==> src/rtl/write_back_stage.sv <==
// Write-back stage: source mux, 2-entry head/skid buffer, register-file write port, forwarding tap.
// Latency: an accepted entry appears on rf_* the cycle after acceptance; one entry per cycle sustained.
// Backpressure: in_ready is registered and drops only when the skid entry is occupied; nothing is lost.
module write_back_stage #(
    parameter int DATA_W    = 16,
    parameter int ADDR_W    = 3,
    parameter int CNT_W     = 16,
    parameter bit ZERO_PROT = 1'b1
) (
    input  logic              clk,
    input  logic              reset,
    input  logic              in_valid,
    output logic              in_ready,
    input  logic [DATA_W-1:0] in_alu,
    input  logic [DATA_W-1:0] in_mem,
    input  logic [DATA_W-1:0] in_link,
    input  logic [1:0]        in_sel,
    input  logic [ADDR_W-1:0] in_rd,
    input  logic              in_we,
    output logic              rf_we,
    output logic [ADDR_W-1:0] rf_addr,
    output logic [DATA_W-1:0] rf_data,
    input  logic              rf_ready,
    output logic              fwd_valid,
    output logic [ADDR_W-1:0] fwd_addr,
    output logic [DATA_W-1:0] fwd_data,
    output logic [DATA_W-1:0] ans_wb,
    output logic [CNT_W-1:0]  retire_cnt
);

    localparam int HALF = DATA_W / 2;

    // Head entry (drives the write port) and skid entry (absorbs one entry of backpressure)
    logic              h_vld_q, h_vld_d;
    logic              h_we_q,  h_we_d;
    logic [ADDR_W-1:0] h_rd_q,  h_rd_d;
    logic [DATA_W-1:0] h_dat_q, h_dat_d;
    logic              s_vld_q, s_vld_d;
    logic              s_we_q,  s_we_d;
    logic [ADDR_W-1:0] s_rd_q,  s_rd_d;
    logic [DATA_W-1:0] s_dat_q, s_dat_d;

    logic              in_ready_q, in_ready_d;
    logic [DATA_W-1:0] ans_q, ans_d;
    logic [CNT_W-1:0]  cnt_q, cnt_d;

    logic [DATA_W-1:0] src_dat;
    logic              src_we;
    logic              accept;
    logic              drain;
    logic              wr_done;

    // Result source select, resolved before the entry is captured
    always_comb begin
        src_dat = in_alu;
        case (in_sel)
            2'b00:   src_dat = in_alu;
            2'b01:   src_dat = in_mem;
            2'b10:   src_dat = in_link;
            default: src_dat = {{(DATA_W-HALF){in_mem[HALF-1]}}, in_mem[HALF-1:0]};
        endcase
    end

    // Writes to r0 are turned into non-writing entries that still retire
    assign src_we  = in_we & ~(ZERO_PROT & (in_rd == '0));

    assign accept  = in_valid & in_ready_q;
    assign drain   = h_vld_q & (~h_we_q | rf_ready);
    assign wr_done = h_vld_q & h_we_q & rf_ready;

    // Buffer next state: skid refills head on drain, otherwise new entries fill the first free slot
    always_comb begin
        h_vld_d = h_vld_q;
        h_we_d  = h_we_q;
        h_rd_d  = h_rd_q;
        h_dat_d = h_dat_q;
        s_vld_d = s_vld_q;
        s_we_d  = s_we_q;
        s_rd_d  = s_rd_q;
        s_dat_d = s_dat_q;
        ans_d   = ans_q;
        cnt_d   = cnt_q;

        if (drain) begin
            cnt_d = cnt_q + CNT_W'(1);
            if (s_vld_q) begin
                // in_ready was low, so no entry can be accepted in this cycle
                h_vld_d = 1'b1;
                h_we_d  = s_we_q;
                h_rd_d  = s_rd_q;
                h_dat_d = s_dat_q;
                s_vld_d = 1'b0;
            end else if (accept) begin
                h_vld_d = 1'b1;
                h_we_d  = src_we;
                h_rd_d  = in_rd;
                h_dat_d = src_dat;
            end else begin
                h_vld_d = 1'b0;
            end
        end else if (accept) begin
            if (!h_vld_q) begin
                h_vld_d = 1'b1;
                h_we_d  = src_we;
                h_rd_d  = in_rd;
                h_dat_d = src_dat;
            end else begin
                s_vld_d = 1'b1;
                s_we_d  = src_we;
                s_rd_d  = in_rd;
                s_dat_d = src_dat;
            end
        end

        if (wr_done) begin
            ans_d = h_dat_q;
        end

        in_ready_d = ~s_vld_d;
    end

    // State registers; reset drops any in-flight entry including one offered this cycle
    always_ff @(posedge clk) begin
        if (reset) begin
            h_vld_q    <= 1'b0;
            h_we_q     <= 1'b0;
            h_rd_q     <= '0;
            h_dat_q    <= '0;
            s_vld_q    <= 1'b0;
            s_we_q     <= 1'b0;
            s_rd_q     <= '0;
            s_dat_q    <= '0;
            in_ready_q <= 1'b1;
            ans_q      <= '0;
            cnt_q      <= '0;
        end else begin
            h_vld_q    <= h_vld_d;
            h_we_q     <= h_we_d;
            h_rd_q     <= h_rd_d;
            h_dat_q    <= h_dat_d;
            s_vld_q    <= s_vld_d;
            s_we_q     <= s_we_d;
            s_rd_q     <= s_rd_d;
            s_dat_q    <= s_dat_d;
            in_ready_q <= in_ready_d;
            ans_q      <= ans_d;
            cnt_q      <= cnt_d;
        end
    end

    assign in_ready   = in_ready_q;
    assign rf_we      = h_vld_q & h_we_q;
    assign rf_addr    = h_rd_q;
    assign rf_data    = h_dat_q;
    assign fwd_valid  = rf_we;
    assign fwd_addr   = h_rd_q;
    assign fwd_data   = h_dat_q;
    assign ans_wb     = ans_q;
    assign retire_cnt = cnt_q;

endmodule
==> config.mk <==
export PLATFORM = sky130hd
export DESIGN_NAME = write_back_stage
export DESIGN_NICKNAME = d
export VERILOG_FILES = /design/src/rtl/write_back_stage.sv
export SDC_FILE = /design/constraint.sdc
export NUM_CORES = 1
export LEC_CHECK = 0
export BUFFER_PORTS_ARGS = -buffer_cell sky130_fd_sc_hd__buf_2
export CAP_MARGIN = 20
export CORE_MARGIN = 3
export CORE_UTILIZATION = 43
export DETAILED_ROUTE_END_ITERATION = 7
export PLACE_DENSITY = 0.77
export SETUP_SLACK_MARGIN = 0.15
export SYNTH_ARGS = -nofsm -noshare
export SYNTH_HDL_FRONTEND = slang
export SYNTH_SLANG_ARGS = --single-unit
==> constraint.sdc <==
create_clock -name clk -period 1.5 [get_ports clk]
set_input_delay 0.225 -clock clk [delete_from_list [all_inputs] [get_ports clk]]
set_output_delay 0.225 -clock clk [all_outputs]
set_load 0.05 [all_outputs]
==> results of run 1 <==
critical path: stages (launching register included):
cell	delay, ns
dfxtp_2	0.36
buf_6	0.12
nand2_2	0.05
a22oi_2	0.31
buf_4	0.19
buf_8	0.13
nor2_2	0.03
a311oi_1	0.25
worst min-delay path by stage:
| stage | slack (ns) | startpoint | end |
|---|---|---|---|
| 2_1_floorplan | 0.36 | in_rd[0] | s_rd_q[0] |
| 5_1_grt | 0.14 | in_rd[1] | s_rd_q[1] |
| 4_1_cts | 0.13 | in_rd[2] | s_rd_q[2] |
| 3_3_place_gp | 0.44 | s_dat_q[10] | s_dat_q[10] |
| 6_report | 0.15 | in_rd[1] | s_rd_q[1] |
| 3_5_place_dp | 0.45 | ans_wb[5] | ans_wb[5] |
routing by layer:
layer	up-vias	routed length, um	track usage, %
li1	1762	-	-
met1	1826	4600	26.4
met2	172	5810	34.1
met3	28	739	3.13
met4	0	314	10.5
met5	-	0	0
through the flow:
stage	total power, mW	util (%)	cell area, um^2	hold WS (ns)	std cells
6_report	4.82	67.9	5300	0.151	677
5_1_grt	5.00	67.9	5300	0.145	677
4_1_cts	4.66	60.3	4710	0.128	660
3_5_place_dp	3.07	54.4	4250	0.448	625
3_3_place_gp	3.06	54.4	4250	0.441	625
2_1_floorplan	2.87	-	3600	0.361	429
layout make-up:
type | count | area [um^2] | share of cell area, %
Tap cell | 102 | 128 | 2.41
Clock inverter | 7 | 67.6 | 1.27
Inverter | 2 | 7.51 | 0.142
Multi-Input combinational cell | 301 | 2150 | 40.5
Timing Repair Buffer | 181 | 1270 | 24.1
Clock buffer | 9 | 124 | 2.34
Sequential cell | 75 | 1550 | 29.3
registers in the layout, indices dropped and copies added (netlist names):
| register | flops |
|---|---|
| s_rd_q | 3 |
| h_vld_q | 1 |
| h_we_q | 1 |
| in_ready | 1 |
| retire_cnt | 16 |
| s_we_q | 1 |
| fwd_data | 16 |
| fwd_addr | 3 |
| s_vld_q | 1 |
| s_dat_q | 16 |
| ans_wb | 16 |
cell families after synthesis:
logic type      Yosys count
buf+inv                  54
xor+xnor                  7
simple gates            190
fa+ha+maj                 1
compound gates           86
flops                    75
mux                      16
what timing repair did:
item | 4_1_cts | 5_1_grt
pin swaps | 17 | 39
setup endpoints to repair | 49 | 52
setup buffers | 14 | 11
gates resized for setup | 25 | 97
hold endpoints to repair | 0 | 0
gates cloned | 5 | 6
hold buffers | 0 | 0
power breakdown:
part | internal, mW | total [mW] | leakage [nW] | switching (mW)
registers | 2.04 | 2.12 | 0.621 | 0.0835
clock network | 0.762 | 1.53 | 0.0993 | 0.765
logic | 0.404 | 1.17 | 1.59 | 0.768
layout by cell type (no fill, tap or decap), types with 6 or more instances in the layout:
cell type / n
mux4_2: 8
a311oi_2: 12
nor2_1: 18
dfxtp_4: 12
buf_2: 127
a21oi_1: 25
buf_4: 28
dfxtp_1: 58
mux2i_1: 8
nand2_4: 15
nand2_2: 6
buf_6: 9
nand4_1: 6
clkbuf_8: 9
a21oi_2: 20
nand2_1: 108
a311oi_1: 8
o21ai_0: 10
xor2_1: 7
nor2_2: 6
==> metrics.md, run 1 <==
| Metric | Value |
|---|---|
| Slew Limit Fails | `0` |
| ANT nets after route | `0` |
| Global-route wire length before repair | `15.2 mm` |
| Unrepaired setup endpoints after global routing | `true` |
| Cell count after synthesis | `429` |
| Worst skew pair latency | `0.35 ns` |
| Synth warn | `0` |
| Post-Synth Simple-Gate Area | `23.4%` |
| Post-synth cell types | `34` |
| Mux cell area share after synthesis | `7.43%` |
| Max-slew headroom | `60.0%` |
| Leakage | `2.31 nW` |
| Post-synth top flop | `dfxtp_1` |
| Die area | `0.00926 mm^2` |
| CTS tree | `yes` |
| Complex-gate fraction of the synthesized area | `15.2%` |
| Final WL | `11.5 mm` |
| CTS Sinks | `75` |
| Dominant cell type by area after synthesis | `dfxtp_1` |
| Number of fill cells in the layout | `556` |
| Share of cells above drive strength 1 | `53.7%` |
| Antenna violations before repair | `0` |
| Count leader, synth | `nand2_1` |
| Area delta synth->final | `51.4%` |
| Largest family of logic cells by synthesized area | `simple AND/OR/NAND/NOR gates` |
| Final worst path period share | `103%` |
| Crit path time final | `1.55 ns` |
| Row cnt | `32` |
| N_diodes | `0` |
| Most instantiated cells after synthesis | `129 x nand2_1, 75 x dfxtp_1, 45 x a21oi_1, 27 x nor2_1, 24 x buf_4` |
| Status | `finished with violations` |
| Internal reg-to-reg setup slack | `-0.05 ns` |
| Fmax achieved | `646 MHz` |
| Total global-route track usage | `20.8%` |
| Power Density | `910 mW/mm^2` |
| Reg2reg start | `h_vld_q` |
| Hold path depth | `3` |
| Worst Skew | `0.00688 ns` |
| H-tree depth | `3` |
| Core Area | `0.00781 mm^2` |
| Via Count | `3788` |
| Slew @ Worst Pin | `0.593 ns` |
| Vias in the first global route | `3247` |
| Netlist Area Pre-Place | `0.00350 mm^2` |
| Synth async-reset ratio | `0%` |
| IO buf count | `130` |
| Pin count of the biggest net entering global routing | `65` |
| Maxcap violations | `0` |
| DR pass1 iterations | `4` |
| CP Data Arrival Time | `1.80 ns` |
| Clock slew at reported path FFs | `0.08 ns` |
| Final setup vio count | `12` |
| Critical path fanouts, max | `5` |
| Die Wd | `96.2 um` |
| WS Path Type | `flop to flop` |
| Flops & latches, synth | `75` |
| FF-to-FF path depth | `7` |
| Hold WC Path Type | `input port to flop` |
| EDFF count, synth | `0` |
| CP Capture Type | `flop` |
| Maximum vdd ir drop | `538 uV` |
| Synth Area in Adders | `0.357%` |
| CP startpoint | `h_vld_q` |
| Avg Inst Size Synth | `8.16 um^2` |
| Mapped Nets | `488` |
| Main area contributors after synthesis | `dfxtp_1 43%, nand2_1 14%, a21oi_1 6.4%, buf_4 5.1%, mux4_2 5.1%` |
| Worst endpoint required time | `1.75 ns` |
| Seq/Total Area, Yosys | `42.9%` |
| R2R Path End | `fwd_data[10]` |
| WL/cell | `16.9 um` |
| Layout Nets | `629` |
| Hold Vio Cnt, Final | `0` |
| Initial Util | `44.9%` |
| Root Buffer | `clkbuf_8` |
| IO Pins | `131` |
| Failing checks | `setup timing` |
| Die height | `96.2 um` |
| Routability Congestion | `0.767` |
| Destination of the critical timing path | `fwd_data[10]` |
| XOR/XNOR share of the synthesized area | `1.75%` |
| Total negative slack | `-0.309 ns` |
| Via density | `5.60` |
| Clock buffer depth | `2` |
| Synth top area share | `42.9%` |
| Pre-CTS WS | `-0.0166 ns` |
| Drt drc | `0` |
| Initial drt markers | `217` |
| Final WS setup | `-0.0471 ns` |
| Total CTS buffers | `9` |
| Hpwl dp | `6.35 mm` |
| Remaining global-route overflow | `0` |
| Worst Setup Start Kind | `flop` |
No activity file was read; power rests on OpenSTA's default activity.
==> run 2, diff against run 1 <==
--- a/config.mk
+++ b/config.mk
@@ -12,6 +12,7 @@
 export DETAILED_ROUTE_END_ITERATION = 7
 export PLACE_DENSITY = 0.77
 export SETUP_SLACK_MARGIN = 0.15
+export SLEW_MARGIN = 20
 export SYNTH_ARGS = -nofsm -noshare
 export SYNTH_HDL_FRONTEND = slang
 export SYNTH_SLANG_ARGS = --single-unit
==> constraint.sdc (replaced) <==
create_clock -name clk -period 1.5 [get_ports clk]
set_input_delay 0.3 -clock clk [delete_from_list [all_inputs] [get_ports clk]]
set_output_delay 0.3 -clock clk [all_outputs]
set_load 0.05 [all_outputs]
==> run 2 against run 1 <==
Against the previous run:
- sequential power is essentially flat
- routed wire length grew 4.0%
- die area unchanged
- largest power group unchanged
- combinational power grew 6%
- the run still ends with setup timing left
- hold slack improved by 0.073 ns
- global-route usage rose by 0.58 points
- register-to-register slack improved by 0.03 ns
- sequential share of layout area decreased by 0.47 points
- critical endpoint is now fwd_data[12]
- final cell count down 0.89%
==> metrics.md, run 2 (synthesis gave the netlist of run 1 again) <==
| Metric | Value |
|---|---|
| Hold path depth | `3 (unchanged)` |
| Unrepaired setup endpoints after global routing | `true` |
| Crit path time final | `1.51 ns (-0.0338 ns)` |
| Core Area | `0.00781 mm^2 (unchanged)` |
| Maximum vdd ir drop | `408 uV (-24%)` |
| CP Capture Type | `flop` |
| Initial Util | `44.9% (unchanged)` |
| Bufs and invs on worst path | `3 (unchanged)` |
| Clock buffer depth | `2 (unchanged)` |
| Crit path cell chain | `nor2b_4, a22oi_2, buf_4, buf_8, clkbuf_16, a311oi_2` |
| Leakage | `2.34 nW (+1.1%)` |
| Final WL | `11.9 mm (+4.0%)` |
| Final setup vio count | `7 (-5)` |
| Post-cts hold buffer count | `0 (unchanged)` |
| ANT nets after route | `0 (unchanged)` |
| Drt drc | `0 (unchanged)` |
| DR pass1 iterations | `5 (+1)` |
| Top Family by Delay on Critical Path | `buffers and inverters` |
| Slew Limit Fails | `0 (unchanged)` |
| Worst endpoint required time | `1.73 ns (-0.02 ns)` |
| Max-slew headroom | `59.1% (-0.94 points)` |
| Hold WC Path Type | `input port to flop` |
| WS Path Type | `flop to flop` |
| Hpwl dp | `6.65 mm (+4.8%)` |
| Fmax achieved | `661 MHz (+2.2%)` |
| Total negative slack | `-0.0459 ns (+0.263 ns)` |
| Hold Vio Cnt, Final | `0 (unchanged)` |
| Layout Nets | `623 (-0.95%)` |
| Crit path largest cell delay | `0.37 ns (about the same)` |
| Worst Setup Start Kind | `flop` |
| Failing checks | `setup timing` |
| Antenna violations before repair | `0 (unchanged)` |
| Worst Skew | `0.00665 ns (-0.000226 ns)` |
| Final worst path period share | `101% (-2.3 points)` |
| CTS tree | `yes` |
| Die area | `0.00926 mm^2 (unchanged)` |
| Status | `finished with violations` |
| Most frequent cells in the layout | `109 x nand2_1, 93 x buf_2, 55 x dfxtp_1, 48 x buf_4, 26 x a21oi_2` |
| Pre-CTS WS | `-0.102 ns (-0.0856 ns)` |
| Power Density | `915 mW/mm^2 (+0.57%)` |
| Vias in the first global route | `3308 (+1.9%)` |
| FF-to-FF path depth | `6 (-1)` |
| Final WS setup | `-0.0132 ns (+0.0338 ns)` |
| Maxcap violations | `0 (unchanged)` |
| Die height | `96.2 um (unchanged)` |
| Remaining global-route overflow | `0 (unchanged)` |
| Slew @ Worst Pin | `0.607 ns (+0.0139 ns)` |
| Row cnt | `32 (unchanged)` |
| IO Pins | `131 (unchanged)` |
| Die Wd | `96.2 um (unchanged)` |
| H-tree depth | `3 (unchanged)` |
| Share of cells above drive strength 1 | `55.2% (+1.4 points)` |
| Routability Congestion | `0.785 (+2.3%)` |
| Leading cell type in the layout, fill and taps excluded | `nand2_1` |
| Total global-route track usage | `21.4% (+0.58 points)` |
| Cell count along the critical path | `6 (-1)` |
| WL/cell | `17.8 um (+5.0%)` |
| Critical path fanouts, max | `5 (unchanged)` |
| Via density | `5.64 (+0.84%)` |
| CTS Sinks | `75 (unchanged)` |
| Clock slew at reported path FFs | `0.08 ns (about the same)` |
| Worst skew pair latency | `0.35 ns (about the same)` |
| Area delta synth->final | `54.7%` |
| Total CTS buffers | `9 (unchanged)` |
| Slowest-stage cell, CP | `dfxtp_4` |
| IO buf count | `130 (unchanged)` |
| CP Data Arrival Time | `1.74 ns (-0.06 ns)` |
| Root Buffer | `clkbuf_8` |
| Via Count | `3786 (-0.053%)` |
| N_diodes | `0 (unchanged)` |
| Pin count of the biggest net entering global routing | `23 (-65%)` |
| Initial drt markers | `200 (-7.8%)` |
| Global-route wire length before repair | `15.5 mm (+2.0%)` |
==> run 2: cell types whose count changed in the layout (fill, tap and decap cells not counted), sizes merged <==
cell,previous run,this run
buf,174,158
bufbuf,0,1
bufinv,1,0
clkbuf,16,29
clkinv,4,2
clkinvlp,1,0
==> run 2: cell type report <==
class | count | area, um^2
tap | 102 | 128
sequential | 75 | 1560
multi-input combinational | 301 | 2170
fill | 534 | 2390
timing repair buffer | 175 | 1340
clock inverter | 3 | 16.3
clock buffer | 13 | 190
inverter | 2 | 7.51
==> run 2: metal layers <==
layer	wire length, um	vias to the layer above	global-route usage, %	share of wire, %
met5	0	-	0	0
met4	402	0	8.18	3.4
met3	895	37	4.77	7.5
met2	5990	207	36.1	50
met1	4640	1791	26.4	39
li1	-	1751	-	-
==> run 2: per-stage QoR <==
| step | util [%] | power [mW] | hold WS [ns] | instances | area (um^2) |
|---|---|---|---|---|---|
| floorplan | - | 2.87 | 0.436 | 429 | 3610 |
| global placement | 55.0 | 3.07 | 0.441 | 629 | 4290 |
| detailed placement | 55.0 | 3.09 | 0.444 | 629 | 4290 |
| CTS | 61.3 | 4.74 | 0.199 | 661 | 4780 |
| global route | 69.4 | 5.12 | 0.220 | 671 | 5420 |
| finish | 69.4 | 4.96 | 0.224 | 671 | 5420 |
==> run 2: path summary, 6_finish.rpt <==
| path | slack [ns] | end | start |
|---|---|---|---|
| setup / recovery | -0.01 | fwd_data[12] | h_we_q |
| hold / removal | 0.22 | s_rd_q[2] | in_rd[2] |
| setup reg to reg | -0.01 | fwd_data[12] | h_we_q |
| hold reg to reg | 0.45 | ans_wb[1] | ans_wb[1] |
==> run 2: where the power goes <==
group	total [mW]	internal [mW]	switching, mW
clock network	1.59	0.834	0.755
logic	1.24	0.456	0.781
registers	2.13	2.04	0.0905
total	4.96	3.33	1.63
==> run 2: tightest hold or removal path: cells and delay by family <==
family / cells / cell delay, ns
buffers and inverters: 1 / 0.12
AOI/OAI and AO/OA: 1 / 0.04
and+or+nand+nor: 1 / 0.06
==> run 2: timing repair <==
item | in CTS | in global routing
cloned | 4 | 7
pin swaps | 22 | 34
hold endpoints to repair | 0 | 0
gates resized for setup | 39 | 133
setup endpoints to repair | 45 | 92
buffers inserted | 12 | 3
==> run 3, diff against run 2 <==
--- a/config.mk
+++ b/config.mk
@@ -8,9 +8,10 @@
 export BUFFER_PORTS_ARGS = -buffer_cell sky130_fd_sc_hd__buf_2
 export CAP_MARGIN = 20
 export CORE_MARGIN = 3
-export CORE_UTILIZATION = 43
+export CORE_UTILIZATION = 44
 export DETAILED_ROUTE_END_ITERATION = 7
-export PLACE_DENSITY = 0.77
+export HOLD_SLACK_MARGIN = 0.12
+export PLACE_DENSITY = 0.79
 export SETUP_SLACK_MARGIN = 0.15
 export SLEW_MARGIN = 20
 export SYNTH_ARGS = -nofsm -noshare
==> run 3 against run 2 <==
Against the previous run:
- the run still ends with setup timing left
- register-to-register slack about the same
- worst setup slack got worse by 0.0088 ns
- final cell count decreased by 0.75%
- utilization increased by 1.0 points
- clock skew about the same
- global-route usage increased by 0.13 points
- highest routed layer unchanged
==> metrics.md, run 3 (synthesis gave the netlist of run 1 again) <==
| Metric | Value |
|---|---|
| DR pass1 iterations | `5 (unchanged)` |
| Worst endpoint required time | `1.75 ns (+0.02 ns)` |
| ANT nets after route | `0 (unchanged)` |
| Hpwl dp | `6.59 mm (-0.90%)` |
| Internal reg-to-reg setup slack | `-0.02 ns (about the same)` |
| R2R Path End | `fwd_data[2]` |
| Final worst path period share | `101% (+0.59 points)` |
| Failing checks | `setup timing` |
| Drt drc | `0 (unchanged)` |
| Hold Vio Cnt, Final | `0 (unchanged)` |
| Layout Nets | `621 (-0.32%)` |
| Worst Skew | `0.00648 ns (-0.000175 ns)` |
| Final setup vio count | `1 (-6)` |
| WL/cell | `18.1 um (+1.5%)` |
| Leading cell type in the layout, fill and taps excluded | `nand2_1` |
| Leakage | `2.29 nW (-1.8%)` |
| Hold path depth | `3 (unchanged)` |
| Row cnt | `31 (-3.1%)` |
| Status | `finished with violations` |
| Remaining global-route overflow | `0 (unchanged)` |
| Routability Congestion | `0.779 (-0.73%)` |
| CTS tree | `yes` |
| Maximum vdd ir drop | `544 uV (+33%)` |
| Share of cells above drive strength 1 | `50.1% (-5.1 points)` |
| Via density | `5.73 (+1.5%)` |
| Clock buffer depth | `2 (unchanged)` |
| Pin count of the biggest net entering global routing | `58 (+150%)` |
| CP Data Arrival Time | `1.78 ns (+0.04 ns)` |
| Maxcap violations | `0 (unchanged)` |
| Final WL | `12.0 mm (+0.78%)` |
| Die area | `0.00907 mm^2 (-2.1%)` |
| IO buf count | `130 (unchanged)` |
| Dpl cells | `622 (-1.1%)` |
| Total CTS buffers | `9 (unchanged)` |
| Reg2reg start | `h_we_q` |
| Global-route wire length before repair | `15.5 mm (-0.32%)` |
| Critical path fanouts, max | `10 (+5)` |
| Area delta synth->final | `50.6%` |
| FF-to-FF path depth | `6 (unchanged)` |
| Root Buffer | `clkbuf_8` |
| Via Count | `3815 (+0.77%)` |
| IO Pins | `131 (unchanged)` |
| Core Area | `0.00749 mm^2 (-4.1%)` |
| Antenna violations before repair | `0 (unchanged)` |
| Worst hold endpoint | `s_rd_q[0]` |
| Worst skew pair latency | `0.35 ns (about the same)` |
| N_diodes | `0 (unchanged)` |
| Clock slew at reported path FFs | `0.08 ns (about the same)` |
| CTS Sinks | `75 (unchanged)` |
| Power Density | `1010 mW/mm^2 (+10%)` |
| Total global-route track usage | `21.5% (+0.13 points)` |
| Crit path time final | `1.52 ns (+0.00881 ns)` |
| Vias in the first global route | `3272 (-1.1%)` |
| Slew @ Worst Pin | `0.609 ns (+0.00150 ns)` |
| Slew Limit Fails | `0 (unchanged)` |
| Hold WC Path Type | `input port to flop` |
| Hold path start | `in_rd[0]` |
| WS Path Type | `flop to flop` |
| Final WS setup | `-0.0220 ns (-0.00881 ns)` |
| Die Wd | `95.2 um (-1.1%)` |
| Die height | `95.2 um (-1.1%)` |
| H-tree depth | `3 (unchanged)` |
| Unrepaired setup endpoints after global routing | `true` |
| Pre-CTS WS | `-0.0875 ns (+0.0148 ns)` |
| Most frequent cells in the layout | `111 x nand2_1, 97 x buf_2, 57 x dfxtp_1, 48 x buf_4, 29 x a21oi_1` |
| Post-route insts no fill | `666 (-0.75%)` |
| Initial drt markers | `264 (+32%)` |
| Max-slew headroom | `59.0% (-0.10 points)` |
| CP Capture Type | `flop` |
| Fmax achieved | `657 MHz (-0.58%)` |
| Initial Util | `46.8% (+1.9 points)` |
| Worst Setup Start Kind | `flop` |
| Post-cts hold buffer count | `0 (unchanged)` |
[run 3: changes by cell type in the layout (fill, tap and decap cells not counted), sizes merged]
cell    change
buf         +2
bufinv      +2
inv         -1
clkbuf      -5
[run 3: area by class of cell]
cell class / instances / area (um^2)
clock buffers: 12 / 199
fillers: 490 / 2210
multi-input cells: 301 / 2030
inverters: 2 / 7.51
well taps: 99 / 124
clock inverters: 4 / 73.8
flip-flops and latches: 75 / 1560
repair buffers: 173 / 1280
[run 3: worst max path at each step]
stage,endpoint,slack [ns],cells past startpoint,from
6_report,fwd_data[2],-0.02,6,h_we_q
4_1_cts,retire_cnt[10],0.05,5,retire_cnt[1]
2_1_floorplan,retire_cnt[12],-0.007,5,retire_cnt[3]
3_3_place_gp,retire_cnt[15],-0.01,5,rf_ready
5_1_grt,fwd_data[2],-0.09,6,h_we_q
3_5_place_dp,retire_cnt[10],-0.09,5,rf_ready
[run 3: critical path, stage by stage, from the launching register on]
cell and delay [ns]:
dfxtp_4 0.37, buf_12 0.13, nand2b_4 0.13, and3_4 0.27
clkbuf_16 0.17, nand2_1 0.07, a311oi_1 0.29
[run 3: report_power, final]
| part | internal, mW | leakage [nW] | switching (mW) |
|---|---|---|---|
| clock network | 1.24 | 0.138 | 0.796 |
| registers | 2.04 | 0.622 | 0.0899 |
| logic | 0.411 | 1.53 | 0.740 |
| total | 3.69 | 2.29 | 1.63 |
[run 3: timing repair]
item,in CTS,in global routing
gates resized for setup,34,98
gates cloned,4,5
pin swaps,24,31
endpoints found under the setup margin,58,79
buffers inserted,11,8
[run 3: stage by stage]
step	hold slack [ns]	TNS, ns	power [mW]	area (um^2)	util (%)
final	0.222	-0.0220	5.32	5270	70.4
after global routing	0.236	-0.203	5.46	5270	70.4
after CTS	0.211	0	5.16	4780	63.8
after detailed placement	0.446	-0.482	3.08	4250	56.7
after global placement	0.442	-0.0166	3.06	4250	56.7
after floorplan	0.436	-0.0137	2.87	3610	-
[run 3: routing by layer]
layer  vias to the layer above  wire length (um)  global-route usage [%]
met5                         -                 0                       0
met4                         0               570                    9.25
met3                        48               953                    3.47
met2                       226              5990                    36.6
met1                      1807              4510                    26.8
li1                       1734                 -                       -
